### config.mk
export PLATFORM = sky130hd
export DESIGN_NAME = sad_accum
export DESIGN_NICKNAME = d
export VERILOG_FILES = /design/src/rtl/sad_pkg.sv /design/src/rtl/sad_blk_counter.sv /design/src/rtl/sad_accum.sv
export SDC_FILE = /design/constraint.sdc
export NUM_CORES = 1
export LEC_CHECK = 0
export BUFFER_PORTS_ARGS = -buffer_cell sky130_fd_sc_hd__buf_4
export CORE_UTILIZATION = 51
export CTS_CLUSTER_SIZE = 16
export DETAILED_ROUTE_END_ITERATION = 12
export PLACE_DENSITY = 0.84
export SETUP_SLACK_MARGIN = 0.05
export SYNTH_ARGS = -nofsm -noshare
export SYNTH_HDL_FRONTEND = slang
export SYNTH_SLANG_ARGS = --single-unit
export TNS_END_PERCENT = 100
### constraint.sdc
create_clock -name clk -period 2 [get_ports clk]
set_input_delay 0.6 -clock clk [delete_from_list [all_inputs] [get_ports clk]]
set_output_delay 0.6 -clock clk [all_outputs]
set_load 0.02 [all_outputs]
### src/rtl/sad_pkg.sv
// rtl/sad_pkg.sv - shared types and helpers for the SAD accumulator
package sad_pkg;

  localparam int DIFF_W_DEF = 9;

  typedef enum logic {
    ACCUM = 1'b0,
    STALL = 1'b1
  } state_t;

  // Counter width for indices 0..blk_len-1; never below one bit.
  function automatic int cnt_width(input int blk_len);
    return (blk_len < 2) ? 1 : $clog2(blk_len);
  endfunction

  function automatic logic [31:0] saturate(input logic [31:0] val, input logic ovf, input int w);
    logic [31:0] max_val;
    max_val = (w >= 32) ? '1 : ((32'd1 << w) - 32'd1);
    return ovf ? max_val : val;
  endfunction

endpackage

### src/rtl/sad_blk_counter.sv
// rtl/sad_blk_counter.sv - per-block sample counter with last-beat flags
module sad_blk_counter
  import sad_pkg::*;
#(
  parameter int BLK_LEN = 16,
  parameter int CNT_W   = cnt_width(BLK_LEN)
) (
  input  logic clk,
  input  logic rst,
  input  logic clr,
  input  logic beat,
  output logic last,
  output logic last_next
);

  localparam logic [CNT_W-1:0] LAST_IDX = CNT_W'(BLK_LEN - 1);

  logic [CNT_W-1:0] cnt;
  logic [CNT_W-1:0] cnt_nxt;

  always_comb begin
    cnt_nxt = cnt;
    if (clr) begin
      cnt_nxt = '0;
    end else if (beat) begin
      cnt_nxt = last ? '0 : cnt + CNT_W'(1);
    end
  end

  always_ff @(posedge clk or posedge rst) begin
    if (rst) begin
      cnt <= '0;
    end else begin
      cnt <= cnt_nxt;
    end
  end

  assign last      = (cnt == LAST_IDX);
  assign last_next = (cnt_nxt == LAST_IDX);

endmodule

### src/rtl/sad_accum.sv
// rtl/sad_accum.sv - block SAD accumulator; SAD_SAT_EN selects saturating output
module sad_accum
  import sad_pkg::*;
#(
  parameter int DIFF_W  = DIFF_W_DEF,
  parameter int BLK_LEN = 16,
  parameter int SAD_W   = 12
) (
  input  logic              clk,
  input  logic              rst,
  input  logic              clr,
  input  logic              in_valid,
  output logic              in_ready,
  input  logic [DIFF_W-1:0] in_diff,
  output logic              sad_valid,
  input  logic              sad_ready,
  output logic [SAD_W-1:0]  sad,
  output logic              sad_ovf
);

  generate
    if (BLK_LEN < 2) begin : g_bad_blk_len
      $error("sad_accum: BLK_LEN must be >= 2");
    end
    if (SAD_W < DIFF_W) begin : g_bad_sad_w
      $error("sad_accum: SAD_W must be >= DIFF_W");
    end
  endgenerate

  state_t            state;
  state_t            state_nxt;
  logic [SAD_W:0]    acc;
  logic              ovf_acc;
  logic [SAD_W+1:0]  sum_ext;
  logic              ovf_now;
  logic              blk_ovf;
  logic [SAD_W-1:0]  sad_nxt;
  logic              sad_valid_nxt;
  logic              last;
  logic              last_next;
  logic              accept;
  logic              accept_last;
  logic              out_beat;

  // STALL tracks "last slot reached while the output register is full";
  // sad_ready can release it combinationally in the same cycle.
  assign in_ready    = !(state == STALL && !sad_ready);
  assign accept      = in_valid && in_ready && !clr;
  assign accept_last = accept && last;
  assign out_beat    = sad_valid && sad_ready;

  sad_blk_counter #(
    .BLK_LEN (BLK_LEN)
  ) u_cnt (
    .clk       (clk),
    .rst       (rst),
    .clr       (clr),
    .beat      (accept),
    .last      (last),
    .last_next (last_next)
  );

  assign sum_ext = {1'b0, acc} + (SAD_W + 2)'(in_diff);
  assign ovf_now = |sum_ext[SAD_W+1:SAD_W];
  assign blk_ovf = ovf_acc | ovf_now;

`ifdef SAD_SAT_EN
  assign sad_nxt = SAD_W'(saturate(32'(sum_ext[SAD_W:0]), blk_ovf, SAD_W));
`else
  assign sad_nxt = sum_ext[SAD_W-1:0];
`endif

  always_comb begin
    sad_valid_nxt = sad_valid;
    state_nxt     = state;
    if (accept_last) begin
      sad_valid_nxt = 1'b1;
    end else if (out_beat) begin
      sad_valid_nxt = 1'b0;
    end
    state_nxt = (last_next && sad_valid_nxt) ? STALL : ACCUM;
  end

  always_ff @(posedge clk or posedge rst) begin
    if (rst) begin
      state <= ACCUM;
    end else begin
      state <= state_nxt;
    end
  end

  always_ff @(posedge clk or posedge rst) begin
    if (rst) begin
      acc       <= '0;
      ovf_acc   <= 1'b0;
      sad       <= '0;
      sad_valid <= 1'b0;
      sad_ovf   <= 1'b0;
    end else begin
      sad_valid <= sad_valid_nxt;
      if (clr || accept_last) begin
        acc     <= '0;
        ovf_acc <= 1'b0;
      end else if (accept) begin
        acc     <= sum_ext[SAD_W:0];
        ovf_acc <= blk_ovf;
      end
      if (accept_last) begin
        sad     <= sad_nxt;
        sad_ovf <= blk_ovf;
      end
    end
  end

endmodule

# Word level (Yosys, flattened, before mapping)
# Cells that the tools add are included.
[word_totals]
elab_cells = 34
output_inout_bits = 15
register_bits = 33
[classes]
n_mux = 10
eq_ne = 2
reduce_logical = 12
bitwise = 1
n_addsub = 2
[op_table]
columns = ["cell", "count"]
rows = [
  ["$mux W13", 2],
  ["$add A13 B9 Y14", 1],
  ["$mux W4", 3],
  ["$eq A4 B4 Y1 const B", 2],
  ["$logic_and A1 B1 Y1", 6],
  ["$mux W1", 5],
  ["$add A4 B1 Y4 const B", 1],
  ["$logic_not A1 Y1", 3],
  ["$reduce_bool A2 Y1", 1],
  ["$reduce_or A2 Y1", 1],
  ["$logic_or A1 B1 Y1", 1],
  ["$or A1 B1 Y1", 1],
]

# Longest topological paths before layout
# Gate-level depths: netlist of the first run.
[depth]
depth_word = 10
mapped_depth = 8
mapped_depth_nobuf = 8

# By module
# Synthesis of the first run repeated with hierarchy kept, for this count alone.
[hier_totals]
hier_cells = 183
area_unflattened_um2 = 1830.5
[by_module_without_submodules]
columns = ["mod", "cells_each", "area_per_inst_um2", "instances"]
rows = [
  ["sad_accum", 158, 1596.5, 1],
  ["sad_blk_counter", 25, 234.0, 1],
]

# Worst setup path before layout of the first run
# No wires, ideal clock.
[synth_timing]
kind = "input-to-reg"
start = "input port in_diff[0]"
end = "register sad[8]"
stages = 8
slack_ns = -0.269
t_arrival_ns = 2.145
n_path_buf = 0
path_cell_list = "ha_1 -> inv_1 -> fa_1 -> nand2b_1 -> a211oi_4 -> nor3_1 -> xnor2_1 -> mux2_2"
[synth_via]
elab_chain_len = 1
[synth_rtl]
columns = ["item", "line_no", "rtl"]
rows = [
  ["start: declaration", "sad_accum.sv:14", "input logic [DIFF_W-1:0] in_diff,"],
  ["$add A13 B9 Y14", "sad_accum.sv:63", "assign sum_ext = {1'b0, acc} + (SAD_W + 2)'(in_diff);"],
  ["end signal: assignment", "sad_accum.sv:109", "sad <= sad_nxt;"],
  ["end: declaration", "sad_accum.sv:17", "output logic [SAD_W-1:0] sad,"],
]
# Every way passes these cells.
# A chain may end at the register's enable or synchronous reset.

# Final worst setup path of the first run
[layout_timing]
start = "register acc[0]"
end = "register acc[10]"
[layout_via]
elab_chain_len = 3
[layout_rtl]
columns = ["item", "line_no", "rtl"]
rows = [
  ["start: declaration", "sad_accum.sv:32", "logic [SAD_W:0] acc;"],
  ["start signal: assignment", "sad_accum.sv:105", "acc <= sum_ext[SAD_W:0];"],
  ["$add A13 B9 Y14", "sad_accum.sv:63", ""],
  ["$mux W13", "sad_accum.sv:104", "end else if (accept) begin"],
  ["$mux W13", "sad_accum.sv:101", "if (clr || accept_last) begin"],
]
# Every way passes these cells. The select of a mux whose other input is x is not followed.

==> results of run 1 <==
-- final cells by class --
class	instances	area, µm²	area share, %
repair buffers	51	387	15.8
flip-flops and latches	33	826	33.8
inverters	11	41.3	1.69
multi-input cells	134	1050	43.0
well taps	46	57.6	2.36
clock buffers	8	80.1	3.28
-- worst reg2reg max path, cell delays in order, from the launching register on --
cell and delay, ns:
sky130_fd_sc_hd__dfrtp_1 0.38, sky130_fd_sc_hd__ha_4 0.14, sky130_fd_sc_hd__inv_2 0.03, sky130_fd_sc_hd__fa_2 0.33
sky130_fd_sc_hd__nand2b_4 0.17, sky130_fd_sc_hd__a211oi_4 0.32, sky130_fd_sc_hd__o221ai_2 0.17, sky130_fd_sc_hd__or3_1 0.33
sky130_fd_sc_hd__o21ai_1 0.08
-- worst paths after layout --
| check | endpoint | slack, ns | cells after the start |
|---|---|---|---|
| max in group asynchronous | sad[3] | 1.31 | 3 |
| worst min register to register | sad[2] | 0.49 | 2 |
| worst min-delay path | u_cnt.cnt[1] | 0.40 | 3 |
| worst max register to register | acc[10] | -0.02 | 8 |
| min in group clk | sad[2] | 0.49 | 2 |
| worst max-delay path | acc[10] | -0.02 | 8 |
-- cells in the mapped netlist (2+ instances only) --
library cell	number
sky130_fd_sc_hd__nor2_1	14
sky130_fd_sc_hd__buf_2	4
sky130_fd_sc_hd__inv_1	11
sky130_fd_sc_hd__xnor2_1	8
sky130_fd_sc_hd__or2_2	2
sky130_fd_sc_hd__or3_1	5
sky130_fd_sc_hd__a21oi_2	3
sky130_fd_sc_hd__a21oi_1	9
sky130_fd_sc_hd__nand2_1	14
sky130_fd_sc_hd__o21ai_2	2
sky130_fd_sc_hd__a211oi_1	2
sky130_fd_sc_hd__ha_1	10
sky130_fd_sc_hd__nand3_1	8
sky130_fd_sc_hd__o21ai_1	6
sky130_fd_sc_hd__o21ai_0	7
sky130_fd_sc_hd__nand2b_1	3
sky130_fd_sc_hd__a31oi_1	3
sky130_fd_sc_hd__nand4b_1	2
sky130_fd_sc_hd__a22o_1	7
sky130_fd_sc_hd__o21a_1	2
sky130_fd_sc_hd__mux2_2	4
sky130_fd_sc_hd__dfrtp_1	33
-- registers in the layout (all words and copies together) (netlist names) --
signal     cells
u_cnt.cnt      4
sad_ovf        1
state          1
acc           13
ovf_acc        1
sad           12
sad_valid      1
-- metrics by stage --
step / power (µW) / util (%) / instances / setup WS [ns]
floorplan: 1080 / - / 184 / -0.134
global placement: 1240 / 67.1 / 273 / -0.295
detailed placement: 1270 / 67.1 / 273 / -0.365
CTS: 1750 / 69.6 / 281 / -0.00367
global route: 1870 / 70.9 / 283 / -0.114
finish: 1780 / 70.9 / 283 / -0.0182
-- routing by layer --
layer	vias to the layer above	track usage [%]	routed length, µm	share of wire (%)
li1	766	-	-	-
met1	778	27.7	1870	42
met2	39	42.8	2350	52
met3	11	4.56	144	3.2
met4	0	13.4	115	2.6
met5	-	0	0	0
-- power breakdown --
part / total [µW] / switching, µW / internal (µW)
Combinational: 529 / 271 / 258
Clock: 485 / 238 / 247
Sequential: 765 / 49.9 / 715
Total: 1780 / 559 / 1220
-- repair_timing --
action / CTS / global route
setup endpoints to repair: 6 / 11
resized for setup: 1 / 6
pin swaps: 3 / 5
buffers inserted: 0 / 2
-- kinds of logic after synthesis --
logic type / share of synthesized area (%)
AO/OA/AOI/OAI: 20.9
XOR/XNOR: 4.19
adder cells (fa/ha/maj): 7.71
buffers and inverters: 4.06
flip-flops: 43.9
multiplexers: 3.52
AND/OR/NAND/NOR: 15.7
==> flow_summary.html, run 1 <==
<table>
<tr><th>Metric</th><th>Value</th></tr>
<tr><th colspan="2">Floorplanning</th></tr>
<tr><td>Cell Rows</td><td>21</td></tr>
<tr><td>Vertical die dimension</td><td>62.7 µm</td></tr>
<tr><td>Starting density of the core</td><td>54.7%</td></tr>
<tr><td>Ports</td><td>29</td></tr>
<tr><td>Floorplan die width</td><td>62.7 µm</td></tr>
<tr><td>Die Area</td><td>0.00394 mm²</td></tr>
<tr><td>Core Area</td><td>0.00344 mm²</td></tr>
<tr><th colspan="2">STA</th></tr>
<tr><td>Fin Clk Skew</td><td>0.00841 ns</td></tr>
<tr><td>Sum Neg Setup Slack</td><td>-0.0275 ns</td></tr>
<tr><td>Setup repair after global routing missed its margin</td><td>true</td></tr>
<tr><td>Fraction of the cycle the final worst path needs</td><td>101%</td></tr>
<tr><td>Endpoints failing hold</td><td>0</td></tr>
<tr><td>Fin crit period</td><td>2.02 ns</td></tr>
<tr><td>Count of final max-slew check failures</td><td>0</td></tr>
<tr><td>Upper clock frequency limit</td><td>495 MHz</td></tr>
<tr><td>Worst-case headroom to the max-slew limit</td><td>72.2%</td></tr>
<tr><td>Final worst-path setup slack</td><td>-0.0182 ns</td></tr>
<tr><td>Final setup vio count</td><td>2</td></tr>
<tr><td>Worst-margin pin slew</td><td>0.417 ns</td></tr>
<tr><td>Minimum hold slack</td><td>0.395 ns</td></tr>
<tr><th colspan="2">Yosys</th></tr>
<tr><td>Netlist area before placement</td><td>0.00188 mm²</td></tr>
<tr><td>Number of enable flip-flop cells after synthesis</td><td>0</td></tr>
<tr><td>Main flop type after synthesis</td><td>sky130_fd_sc_hd__dfrtp_1</td></tr>
<tr><td>Biggest area consumer among synthesized cells</td><td>sky130_fd_sc_hd__dfrtp_1</td></tr>
<tr><td>Total of flip-flops plus latches after synthesis</td><td>33</td></tr>
<tr><td>Sequential share of the synthesized area</td><td>43.9%</td></tr>
<tr><td>Cell count after synthesis</td><td>184</td></tr>
<tr><td>Synth async-reset ratio</td><td>100%</td></tr>
<tr><td>Number of warnings reported in the yosys synthesis log</td><td>0</td></tr>
<tr><td>Net Count, Synth</td><td>209</td></tr>
<tr><td>Area share of the largest cell type after synthesis</td><td>43.9%</td></tr>
<tr><td>Count of distinct cell types in the synthesized netlist</td><td>47</td></tr>
<tr><td>Dominant cells by area after synthesis</td><td>sky130_fd_sc_hd__dfrtp_1, sky130_fd_sc_hd__ha_1, sky130_fd_sc_hd__xnor2_1</td></tr>
<tr><td>Average size of a mapped cell</td><td>10.2 µm²</td></tr>
<tr><th colspan="2">Finish</th></tr>
<tr><td>Fraction of final layout cells sized beyond drive strength 1</td><td>36.7%</td></tr>
<tr><td>Final design instance area without fill</td><td>0.00244 mm²</td></tr>
<tr><td>Antenna Diode Count</td><td>0</td></tr>
<tr><td>Most frequent standard cell in the layout excluding fill and tap cells</td><td>sky130_fd_sc_hd__buf_4</td></tr>
<tr><td>Growth of design area from synthesis to finish</td><td>29.7%</td></tr>
<tr><td>Total number of nets in the final design</td><td>261</td></tr>
<tr><td>Filler cells</td><td>239</td></tr>
<tr><td>Most frequent cells in the layout</td><td>sky130_fd_sc_hd__buf_4, sky130_fd_sc_hd__dfrtp_1, sky130_fd_sc_hd__nand2_1, sky130_fd_sc_hd__nor2_1, sky130_fd_sc_hd__inv_1</td></tr>
<tr><th colspan="2">Global routing</th></tr>
<tr><td>Initial antenna violation count</td><td>0</td></tr>
<tr><td>Remaining Overflow, GRT</td><td>0</td></tr>
<tr><td>Maximum number of pins on one net before global-route repair</td><td>34</td></tr>
<tr><td>Number of global-route vias before repair</td><td>1,611</td></tr>
<tr><td>Global-route wire length before repair</td><td>7.28 mm</td></tr>
<tr><td>Aggregate global-route resource usage</td><td>24.4%</td></tr>
<tr><th colspan="2">Power and ir drop</th></tr>
<tr><td>Peak supply drop</td><td>444 µV</td></tr>
<tr><td>P_leak</td><td>0.00112 µW</td></tr>
<tr><td>Pwr Density</td><td>729 mW/mm²</td></tr>
<tr><th colspan="2">Place</th></tr>
<tr><td>Count of buffers inserted at the top-level ports</td><td>28</td></tr>
<tr><td>Placed wire-length estimate after detailed placement</td><td>3.21 mm</td></tr>
<tr><td>Final GP Congestion</td><td>0.852</td></tr>
<tr><td>Placement Cell Area</td><td>0.00231 mm²</td></tr>
<tr><th colspan="2">Detailed routing</th></tr>
<tr><td>Router iterations before antenna repair</td><td>4</td></tr>
<tr><td>Vias per inst</td><td>5.63</td></tr>
<tr><td>Total via count after detailed routing</td><td>1,594</td></tr>
<tr><td>Mean routed wirelength per cell</td><td>15.9 µm</td></tr>
<tr><td>Antenna-violating nets left</td><td>0</td></tr>
<tr><td>Number of remaining DRC errors</td><td>0</td></tr>
<tr><td>Post-Route WL</td><td>4.49 mm</td></tr>
<tr><td>Detailed router's first-iteration violation count</td><td>93</td></tr>
<tr><th colspan="2">Clock tree</th></tr>
<tr><td>CTS H-tree lvls</td><td>2</td></tr>
<tr><td>Clk pin slew, worst setup/hold paths</td><td>0.07 ns</td></tr>
<tr><td>Cts hold-fix bufs</td><td>0</td></tr>
<tr><td>Clock buffers created by TritonCTS</td><td>5</td></tr>
<tr><td>Clock tree from TritonCTS</td><td>done</td></tr>
<tr><td>TritonCTS Sinks</td><td>33</td></tr>
<tr><td>Maximum buffer depth of the clock tree</td><td>2</td></tr>
<tr><td>Clock root buffer</td><td>sky130_fd_sc_hd__clkbuf_8</td></tr>
<tr><td>Clock latency on the worst-skew pair</td><td>0.29 ns</td></tr>
<tr><th colspan="2">Worst hold path</th></tr>
<tr><td>Path type of the worst min-delay path</td><td>in2async</td></tr>
<tr><th colspan="2">Run</th></tr>
<tr><td>Max cap viols</td><td>0</td></tr>
<tr><th colspan="2">Setup path</th></tr>
<tr><td>Critical path endpoint category</td><td>flop</td></tr>
<tr><td>Crit-path leading delay family</td><td>compound AO/OA/AOI/OAI gates</td></tr>
<tr><td>Critical Setup Path Class</td><td>reg2reg</td></tr>
<tr><td>CP max stage cell</td><td>sky130_fd_sc_hd__dfrtp_1</td></tr>
<tr><td>Worst EP required</td><td>2.22 ns</td></tr>
<tr><td>Crit Reg-Reg Startpoint</td><td>acc[0]</td></tr>
<tr><td>Arrival time of the worst setup path</td><td>2.24 ns</td></tr>
<tr><td>Critical path buffer and inverter count</td><td>1</td></tr>
<tr><td>Crit Path Max Fanout</td><td>3</td></tr>
<tr><td>Crit. Startpoint</td><td>acc[0]</td></tr>
<tr><td>List of cells traversed by the critical path</td><td>ha_4 -&gt; inv_2 -&gt; fa_2 -&gt; nand2b_4 -&gt; a211oi_4 -&gt; o221ai_2 -&gt; or3_1 -&gt; o21ai_1</td></tr>
<tr><td>Crit-path max cell delay</td><td>0.38 ns</td></tr>
<tr><td>Critical path startpoint category</td><td>flop</td></tr>
<tr><th colspan="2">Status</th></tr>
<tr><td>Outcome</td><td>complete, but fails checks</td></tr>
<tr><td>Failing checks</td><td>negative setup slack</td></tr>
</table>
(Power assumes the default switching activity.)
==> inputs of run 2 (changes only) <==
Settings changed: BUFFER_PORTS_ARGS -buffer_cell sky130_fd_sc_hd__buf_4 to default, CORE_UTILIZATION 51 to 56, DONT_BUFFER_PORTS from default to 1, PLACE_DENSITY 0.84 to 0.82, RECOVER_POWER from default to 25.
==> run 2 against run 1 <==
Effect of this change: the flow still finishes with violations (negative setup slack); utilization down 1.6 points; final cell count shrank 12%; global-route usage is 1.3 points higher; register-to-register slack hardly changed; fmax shrank 0.51%; count of clock-buffer cells in the layout is 2 lower; first-iteration DRC count grew 51%; worst setup slack got worse by 0.010 ns; cell area shrank 11%; clock skew grew 0.0053 ns; hold slack worse by 0.25 ns; routed wire length down 7.0%; critical path type unchanged; highest routed layer unchanged.
==> flow_summary.html, run 2 (synthesized netlist as in run 1, its figures left out) <==
<table>
<tr><th>Metric</th><th>Value</th></tr>
<tr><th colspan="2">Status</th></tr>
<tr><td>Outcome</td><td>complete, but fails checks</td></tr>
<tr><td>Failing checks</td><td>negative setup slack</td></tr>
<tr><th colspan="2">Finish</th></tr>
<tr><td>Final standard cell utilization of the core</td><td>69.4%</td></tr>
<tr><td>Register ranked first by flip-flop count</td><td>acc</td></tr>
<tr><td>Largest regs</td><td>acc: 13 flops, sad: 12 flops, u_cnt.cnt: 4 flops</td></tr>
<tr><td>Fraction of final layout cells sized beyond drive strength 1</td><td>28.4%</td></tr>
<tr><td>Number of flip-flops in the largest register</td><td>13</td></tr>
<tr><td>Total number of nets in the final design</td><td>228</td></tr>
<tr><td>Most frequent standard cell in the layout excluding fill and tap cells</td><td>sky130_fd_sc_hd__dfrtp_1</td></tr>
<tr><td>Finished Layout Cells</td><td>248</td></tr>
<tr><td>Antenna Diode Count</td><td>0</td></tr>
<tr><td>Most frequent cells in the layout</td><td>sky130_fd_sc_hd__dfrtp_1, sky130_fd_sc_hd__buf_4, sky130_fd_sc_hd__nand2_1</td></tr>
<tr><td>Growth of design area from synthesis to finish</td><td>15.3%</td></tr>
<tr><th colspan="2">Floorplanning</th></tr>
<tr><td>Die Area</td><td>0.00360 mm²</td></tr>
<tr><td>Ports</td><td>29</td></tr>
<tr><td>Vertical die dimension</td><td>60.0 µm</td></tr>
<tr><td>Cell Rows</td><td>20</td></tr>
<tr><td>Starting density of the core</td><td>60.2%</td></tr>
<tr><td>Core Area</td><td>0.00313 mm²</td></tr>
<tr><td>Floorplan die width</td><td>60.0 µm</td></tr>
<tr><th colspan="2">Setup path</th></tr>
<tr><td>Critical path startpoint category</td><td>flop</td></tr>
<tr><td>Critical path endpoint category</td><td>flop</td></tr>
<tr><td>Crit Path Max Fanout</td><td>3</td></tr>
<tr><td>Crit. Startpoint</td><td>acc[0]</td></tr>
<tr><td>Number of cells on the critical path</td><td>8</td></tr>
<tr><td>CP max stage cell</td><td>sky130_fd_sc_hd__dfrtp_1</td></tr>
<tr><td>Critical path buffer and inverter count</td><td>1</td></tr>
<tr><td>Crit Reg-Reg Startpoint</td><td>acc[0]</td></tr>
<tr><td>Depth of the worst register-to-register path</td><td>8</td></tr>
<tr><td>Critical Setup Path Class</td><td>reg2reg</td></tr>
<tr><td>Crit-path leading delay family</td><td>compound AO/OA/AOI/OAI gates</td></tr>
<tr><td>Arrival time of the worst setup path</td><td>2.30 ns</td></tr>
<tr><td>List of cells traversed by the critical path</td><td>ha_4 -&gt; inv_2 -&gt; fa_2 -&gt; nand2b_4 -&gt; a211oi_4 -&gt; o221ai_2 -&gt; or3_1 -&gt; o21ai_1</td></tr>
<tr><td>Worst EP required</td><td>2.27 ns</td></tr>
<tr><td>Crit-path max cell delay</td><td>0.40 ns</td></tr>
<tr><th colspan="2">Global routing</th></tr>
<tr><td>Maximum number of pins on one net before global-route repair</td><td>22</td></tr>
<tr><td>Number of global-route vias before repair</td><td>1,517</td></tr>
<tr><td>Aggregate global-route resource usage</td><td>25.7%</td></tr>
<tr><td>Global-route wire length before repair</td><td>6.73 mm</td></tr>
<tr><td>Remaining Overflow, GRT</td><td>0</td></tr>
<tr><td>Initial antenna violation count</td><td>0</td></tr>
<tr><th colspan="2">STA</th></tr>
<tr><td>Fraction of the cycle the final worst path needs</td><td>101%</td></tr>
<tr><td>Count of final max-slew check failures</td><td>0</td></tr>
<tr><td>Sum Neg Setup Slack</td><td>-0.0285 ns</td></tr>
<tr><td>Worst-case headroom to the max-slew limit</td><td>24.5%</td></tr>
<tr><td>Setup repair after global routing missed its margin</td><td>true</td></tr>
<tr><td>Minimum hold slack</td><td>0.145 ns</td></tr>
<tr><td>Worst-margin pin slew</td><td>1.13 ns</td></tr>
<tr><td>Final setup vio count</td><td>1</td></tr>
<tr><td>Fin Clk Skew</td><td>0.0137 ns</td></tr>
<tr><td>Endpoints failing hold</td><td>0</td></tr>
<tr><td>Fin crit period</td><td>2.03 ns</td></tr>
<tr><td>Final worst-path setup slack</td><td>-0.0285 ns</td></tr>
<tr><td>Upper clock frequency limit</td><td>493 MHz</td></tr>
<tr><th colspan="2">Place</th></tr>
<tr><td>Count of buffers inserted at the top-level ports</td><td>0</td></tr>
<tr><td>Final GP Congestion</td><td>0.800</td></tr>
<tr><td>Placed wire-length estimate after detailed placement</td><td>2.96 mm</td></tr>
<tr><td>Pre-CTS setup slack</td><td>-0.235 ns</td></tr>
<tr><td>Number of cells in the design after placement</td><td>235</td></tr>
<tr><th colspan="2">Detailed routing</th></tr>
<tr><td>Detailed router's first-iteration violation count</td><td>140</td></tr>
<tr><td>Vias per inst</td><td>5.90</td></tr>
<tr><td>Number of remaining DRC errors</td><td>0</td></tr>
<tr><td>Mean routed wirelength per cell</td><td>16.8 µm</td></tr>
<tr><td>Router iterations before antenna repair</td><td>4</td></tr>
<tr><td>Total via count after detailed routing</td><td>1,464</td></tr>
<tr><td>Post-Route WL</td><td>4.17 mm</td></tr>
<tr><td>Antenna-violating nets left</td><td>0</td></tr>
<tr><th colspan="2">Clock tree</th></tr>
<tr><td>Clock buffers created by TritonCTS</td><td>5</td></tr>
<tr><td>Cts hold-fix bufs</td><td>0</td></tr>
<tr><td>Clock root buffer</td><td>sky130_fd_sc_hd__clkbuf_4</td></tr>
<tr><td>Clock latency on the worst-skew pair</td><td>0.34 ns</td></tr>
<tr><td>Maximum buffer depth of the clock tree</td><td>2</td></tr>
<tr><td>Clk pin slew, worst setup/hold paths</td><td>0.11 ns</td></tr>
<tr><td>Clock tree from TritonCTS</td><td>done</td></tr>
<tr><td>TritonCTS Sinks</td><td>33</td></tr>
<tr><td>CTS H-tree lvls</td><td>2</td></tr>
<tr><th colspan="2">Power and ir drop</th></tr>
<tr><td>Peak supply drop</td><td>517 µV</td></tr>
<tr><td>P_leak</td><td>0.000942 µW</td></tr>
<tr><td>Pwr Density</td><td>728 mW/mm²</td></tr>
<tr><th colspan="2">Run</th></tr>
<tr><td>Max cap viols</td><td>0</td></tr>
<tr><th colspan="2">Worst hold path</th></tr>
<tr><td>Path type of the worst min-delay path</td><td>in2async</td></tr>
</table>
run 2: changes by cell type in the layout (fill, tap and decap cells not counted), moves of 2 or more:
cell                       change
sky130_fd_sc_hd__nand3_1       -2
sky130_fd_sc_hd__buf_4        -33
sky130_fd_sc_hd__ha_1          -2
sky130_fd_sc_hd__clkbuf_4      +5
sky130_fd_sc_hd__clkbuf_8      -5
sky130_fd_sc_hd__nand3_2       +2
sky130_fd_sc_hd__o21ai_0       -2
sky130_fd_sc_hd__clkinv_2      +2
sky130_fd_sc_hd__o21ai_1       +2
run 2: worst paths after layout:
check	end	slack [ns]
worst max-delay path	acc[10]	-0.03
worst min-delay path	sad[1]	0.15
worst max register to register	acc[10]	-0.03
worst min register to register	acc[6]	0.53
max in group asynchronous	sad[6]	0.45
min in group clk	u_cnt.cnt[3]	0.31
run 2: final cells by class:
class | instances | area [µm²]
Clock inverter | 2 | 10.0
Multi-Input combinational cell | 134 | 1060
Tap cell | 44 | 55.1
Clock buffer | 6 | 41.3
Sequential cell | 33 | 826
Timing Repair Buffer | 18 | 131
Fill cell | 247 | 958
Inverter | 11 | 41.3
run 2: through the flow:
stage | total power [µW] | instance area (µm²)
after floorplan | 1080 | 1920
after global placement | 1170 | 2050
after detailed placement | 1190 | 2050
after CTS | 1560 | 2130
after global routing | 1680 | 2170
final | 1580 | 2170
run 2: per-layer routing:
metal / wire length (µm) / vias to the layer above / part of all wire, % / GRT usage, %
li1: - / 702 / - / -
met1: 1730 / 708 / 41 / 30.6
met2: 2130 / 48 / 51 / 43.7
met3: 255 / 6 / 6.1 / 7.79
met4: 55 / 0 / 1.3 / 9.30
met5: 0 / - / 0 / 0
run 2: where the power goes:
part	internal, µW	leakage, µW	switching (µW)
clock	134	0.0000320	228
sequential	714	0.000445	62.5
combinational	215	0.000465	228
run 2: what timing repair did:
action	in CTS	in global routing
pin swaps	3	8
cloned	0	0
endpoints found under the hold margin	0	0
resized for setup	2	10
endpoints found under the setup margin	7	14
setup buffers	2	3
run 2: worst register-to-register path: stages, from the launching register on:
cell                       delay, ns
sky130_fd_sc_hd__dfrtp_1        0.40
sky130_fd_sc_hd__ha_4           0.15
sky130_fd_sc_hd__inv_2          0.03
sky130_fd_sc_hd__fa_2           0.33
sky130_fd_sc_hd__nand2b_4       0.17
sky130_fd_sc_hd__a211oi_4       0.30
sky130_fd_sc_hd__o221ai_2       0.17
sky130_fd_sc_hd__or3_1          0.33
sky130_fd_sc_hd__o21ai_1        0.08
==> inputs of run 3 (changes only) <==
Settings changed: CORE_ASPECT_RATIO from default to 0.5.
==> run 3 against run 2 <==
Effect of this change: the run ends with design-rule violations, negative setup slack left; highest routed layer unchanged; final cell count rose by 1.6%; hold slack improved by 0.22 ns; largest power group unchanged; flip-flop and latch count stayed put; combinational power up 5.9%; via count grew 3.6%; power increased by 14%; fmax shrank 1.4%.
==> flow_summary.html, run 3 (synthesized netlist as in run 1, its figures left out) <==
<table>
<tr><th>Metric</th><th>Value</th></tr>
<tr><th colspan="2">Status</th></tr>
<tr><td>Outcome</td><td>complete, but fails checks</td></tr>
<tr><td>Failing checks</td><td>design-rule violations, negative setup slack</td></tr>
<tr><th colspan="2">Worst hold path</th></tr>
<tr><td>Path type of the worst min-delay path</td><td>in2reg</td></tr>
<tr><th colspan="2">Clock tree</th></tr>
<tr><td>Clock root buffer</td><td>sky130_fd_sc_hd__clkbuf_8</td></tr>
<tr><td>Clk pin slew, worst setup/hold paths</td><td>0.07 ns</td></tr>
<tr><td>Clock latency on the worst-skew pair</td><td>0.29 ns</td></tr>
<tr><td>Maximum buffer depth of the clock tree</td><td>2</td></tr>
<tr><td>Clock buffers created by TritonCTS</td><td>5</td></tr>
<tr><td>Cts hold-fix bufs</td><td>0</td></tr>
<tr><td>TritonCTS Sinks</td><td>33</td></tr>
<tr><td>Clock tree from TritonCTS</td><td>done</td></tr>
<tr><td>CTS H-tree lvls</td><td>2</td></tr>
<tr><th colspan="2">Setup path</th></tr>
<tr><td>Critical path endpoint category</td><td>flop</td></tr>
<tr><td>Arrival time of the worst setup path</td><td>2.28 ns</td></tr>
<tr><td>Crit-path max cell delay</td><td>0.38 ns</td></tr>
<tr><td>Crit Path Max Fanout</td><td>5</td></tr>
<tr><td>CP max stage cell</td><td>sky130_fd_sc_hd__dfrtp_1</td></tr>
<tr><td>List of cells traversed by the critical path</td><td>ha_4 -&gt; inv_2 -&gt; fa_2 -&gt; nand2b_4 -&gt; a211oi_4 -&gt; buf_4 -&gt; o21ai_4 -&gt; or3_1 -&gt; o21ai_1</td></tr>
<tr><td>Critical path startpoint category</td><td>flop</td></tr>
<tr><td>Reg2reg setup slack</td><td>-0.06 ns</td></tr>
<tr><td>Worst EP required</td><td>2.22 ns</td></tr>
<tr><td>Critical Setup Path Class</td><td>reg2reg</td></tr>
<tr><th colspan="2">STA</th></tr>
<tr><td>Minimum hold slack</td><td>0.368 ns</td></tr>
<tr><td>Sum Neg Setup Slack</td><td>-0.165 ns</td></tr>
<tr><td>Setup repair after global routing missed its margin</td><td>true</td></tr>
<tr><td>Fraction of the cycle the final worst path needs</td><td>103%</td></tr>
<tr><td>Upper clock frequency limit</td><td>486 MHz</td></tr>
<tr><td>Final worst-path setup slack</td><td>-0.0574 ns</td></tr>
<tr><td>Fin Clk Skew</td><td>0.00423 ns</td></tr>
<tr><td>Worst-case headroom to the max-slew limit</td><td>46.8%</td></tr>
<tr><td>Final setup vio count</td><td>4</td></tr>
<tr><td>Count of final max-slew check failures</td><td>0</td></tr>
<tr><td>Worst-margin pin slew</td><td>0.797 ns</td></tr>
<tr><td>Fin crit period</td><td>2.06 ns</td></tr>
<tr><td>Endpoints failing hold</td><td>0</td></tr>
<tr><th colspan="2">Global routing</th></tr>
<tr><td>Number of global-route vias before repair</td><td>1,463</td></tr>
<tr><td>Initial antenna violation count</td><td>0</td></tr>
<tr><td>Maximum number of pins on one net before global-route repair</td><td>34</td></tr>
<tr><td>Aggregate global-route resource usage</td><td>26.1%</td></tr>
<tr><td>Global-route wire length before repair</td><td>7.03 mm</td></tr>
<tr><td>Remaining Overflow, GRT</td><td>0</td></tr>
<tr><th colspan="2">Floorplanning</th></tr>
<tr><td>Vertical die dimension</td><td>43.0 µm</td></tr>
<tr><td>Ports</td><td>29</td></tr>
<tr><td>Core Area</td><td>0.00310 mm²</td></tr>
<tr><td>Floorplan die width</td><td>84.0 µm</td></tr>
<tr><td>Die Area</td><td>0.00361 mm²</td></tr>
<tr><td>Starting density of the core</td><td>60.7%</td></tr>
<tr><td>Cell Rows</td><td>14</td></tr>
<tr><th colspan="2">Run</th></tr>
<tr><td>Max cap viols</td><td>0</td></tr>
<tr><th colspan="2">Finish</th></tr>
<tr><td>Antenna Diode Count</td><td>0</td></tr>
<tr><td>Most frequent cells in the layout</td><td>sky130_fd_sc_hd__dfrtp_1, sky130_fd_sc_hd__buf_4, sky130_fd_sc_hd__nand2_1, sky130_fd_sc_hd__nor2_1, sky130_fd_sc_hd__inv_1</td></tr>
<tr><td>Register ranked first by flip-flop count</td><td>acc</td></tr>
<tr><td>Fraction of final layout cells sized beyond drive strength 1</td><td>32.1%</td></tr>
<tr><td>Finished Layout Cells</td><td>252</td></tr>
<tr><td>Growth of design area from synthesis to finish</td><td>20.9%</td></tr>
<tr><td>Largest regs</td><td>acc: 13 flops, sad: 12 flops, u_cnt.cnt: 4 flops</td></tr>
<tr><td>Number of flip-flops in the largest register</td><td>13</td></tr>
<tr><td>Most frequent standard cell in the layout excluding fill and tap cells</td><td>sky130_fd_sc_hd__dfrtp_1</td></tr>
<tr><td>Total number of nets in the final design</td><td>236</td></tr>
<tr><th colspan="2">Power and ir drop</th></tr>
<tr><td>Pint</td><td>1260 µW</td></tr>
<tr><td>Psw</td><td>544 µW</td></tr>
<tr><td>Peak supply drop</td><td>439 µV</td></tr>
<tr><td>Clock network fraction of design power</td><td>31.0%</td></tr>
<tr><td>Proportion of power drawn by combinational gates</td><td>26.0%</td></tr>
<tr><td>Fraction of power spent switching nets</td><td>30.2%</td></tr>
<tr><td>P_leak</td><td>0.00101 µW</td></tr>
<tr><td>Sequential fraction of design power</td><td>43.0%</td></tr>
<tr><td>Pwr Density</td><td>792 mW/mm²</td></tr>
<tr><th colspan="2">Detailed routing</th></tr>
<tr><td>Number of remaining DRC errors</td><td>4</td></tr>
<tr><td>Post-Route WL</td><td>4.22 mm</td></tr>
<tr><td>Vias per inst</td><td>6.02</td></tr>
<tr><td>Antenna-violating nets left</td><td>0</td></tr>
<tr><td>Total via count after detailed routing</td><td>1,516</td></tr>
<tr><td>Mean routed wirelength per cell</td><td>16.8 µm</td></tr>
<tr><td>Detailed router's first-iteration violation count</td><td>109</td></tr>
<tr><td>Router iterations before antenna repair</td><td>10</td></tr>
<tr><th colspan="2">Place</th></tr>
<tr><td>Number of cells in the design after placement</td><td>238</td></tr>
<tr><td>Placed wire-length estimate after detailed placement</td><td>3.01 mm</td></tr>
<tr><td>Final GP Congestion</td><td>0.897</td></tr>
<tr><td>Count of buffers inserted at the top-level ports</td><td>0</td></tr>
</table>
==> run 3: cell types whose count changed in the layout (fill, tap and decap cells not counted), moves of 2 or more <==
cell,before,now
sky130_fd_sc_hd__o21ai_1,9,7
sky130_fd_sc_hd__buf_4,17,25
sky130_fd_sc_hd__ha_2,1,3
sky130_fd_sc_hd__clkbuf_4,5,0
sky130_fd_sc_hd__clkbuf_8,0,7
sky130_fd_sc_hd__clkbuf_1,2,0
==> run 3: per-stage QoR <==
step	power (µW)	utilization (%)	worst slack (ns)	cell area, µm²
finish	1800	73.4	-0.0574	2280
CTS	1780	70.9	-0.0525	2200
floorplan	1080	-	-0.134	1920
global placement	1200	67.3	-0.214	2090
global route	1890	73.4	-0.122	2280
detailed placement	1210	67.3	-0.291	2090
==> run 3: final timing paths <==
check,start,end,depth (start not counted)
max in group asynchronous,rst,sad[7],2
min in group asynchronous,rst,state,2
hold reg to reg,acc[8],acc[8],1
setup / recovery,acc[0],acc[12],9
setup reg to reg,acc[0],acc[12],9
hold / removal,clr,u_cnt.cnt[3],1
==> run 3: metal layers <==
layer	routed length (µm)	vias to the layer above	GRT usage (%)
li1	-	725	-
met1	1980	751	33.6
met2	1960	33	42.3
met3	229	7	8.75
met4	51	0	7.93
met5	0	-	0
==> run 3: cell type report <==
class                   count  area, µm²
clock buffers               7       96.3
clock inverters             1       5.00
fillers                   213        825
inverters                  11       41.3
multi-input cells         134       1060
flip-flops and latches     33        826
well taps                  40       50.0
repair buffers             26        193
==> run 3: critical path: cells and delay by family, from the launching register on <==
kind                     cells  cell delay, ns
AND/OR/NAND/NOR              2            0.50
adder cells (fa/ha/maj)      2            0.48
AO/OA/AOI/OAI                3            0.41
flip-flops                   1            0.38
buffers and inverters        2            0.20
==> run 3: power by group through the flow <==
stage | sequential [µW] | clock (µW) | combinational [µW]
global placement | 785 | 0 | 412
detailed placement | 785 | 0 | 427
floorplan | 776 | 0 | 306
global route | 781 | 592 | 519
CTS | 774 | 567 | 438
finish | 775 | 559 | 469
==> run 3: what timing repair did <==
item	in CTS	in global routing
pin swaps	2	5
setup buffers	1	5
hold endpoints to repair	0	0
endpoints found under the setup margin	8	13
resized for setup	1	10
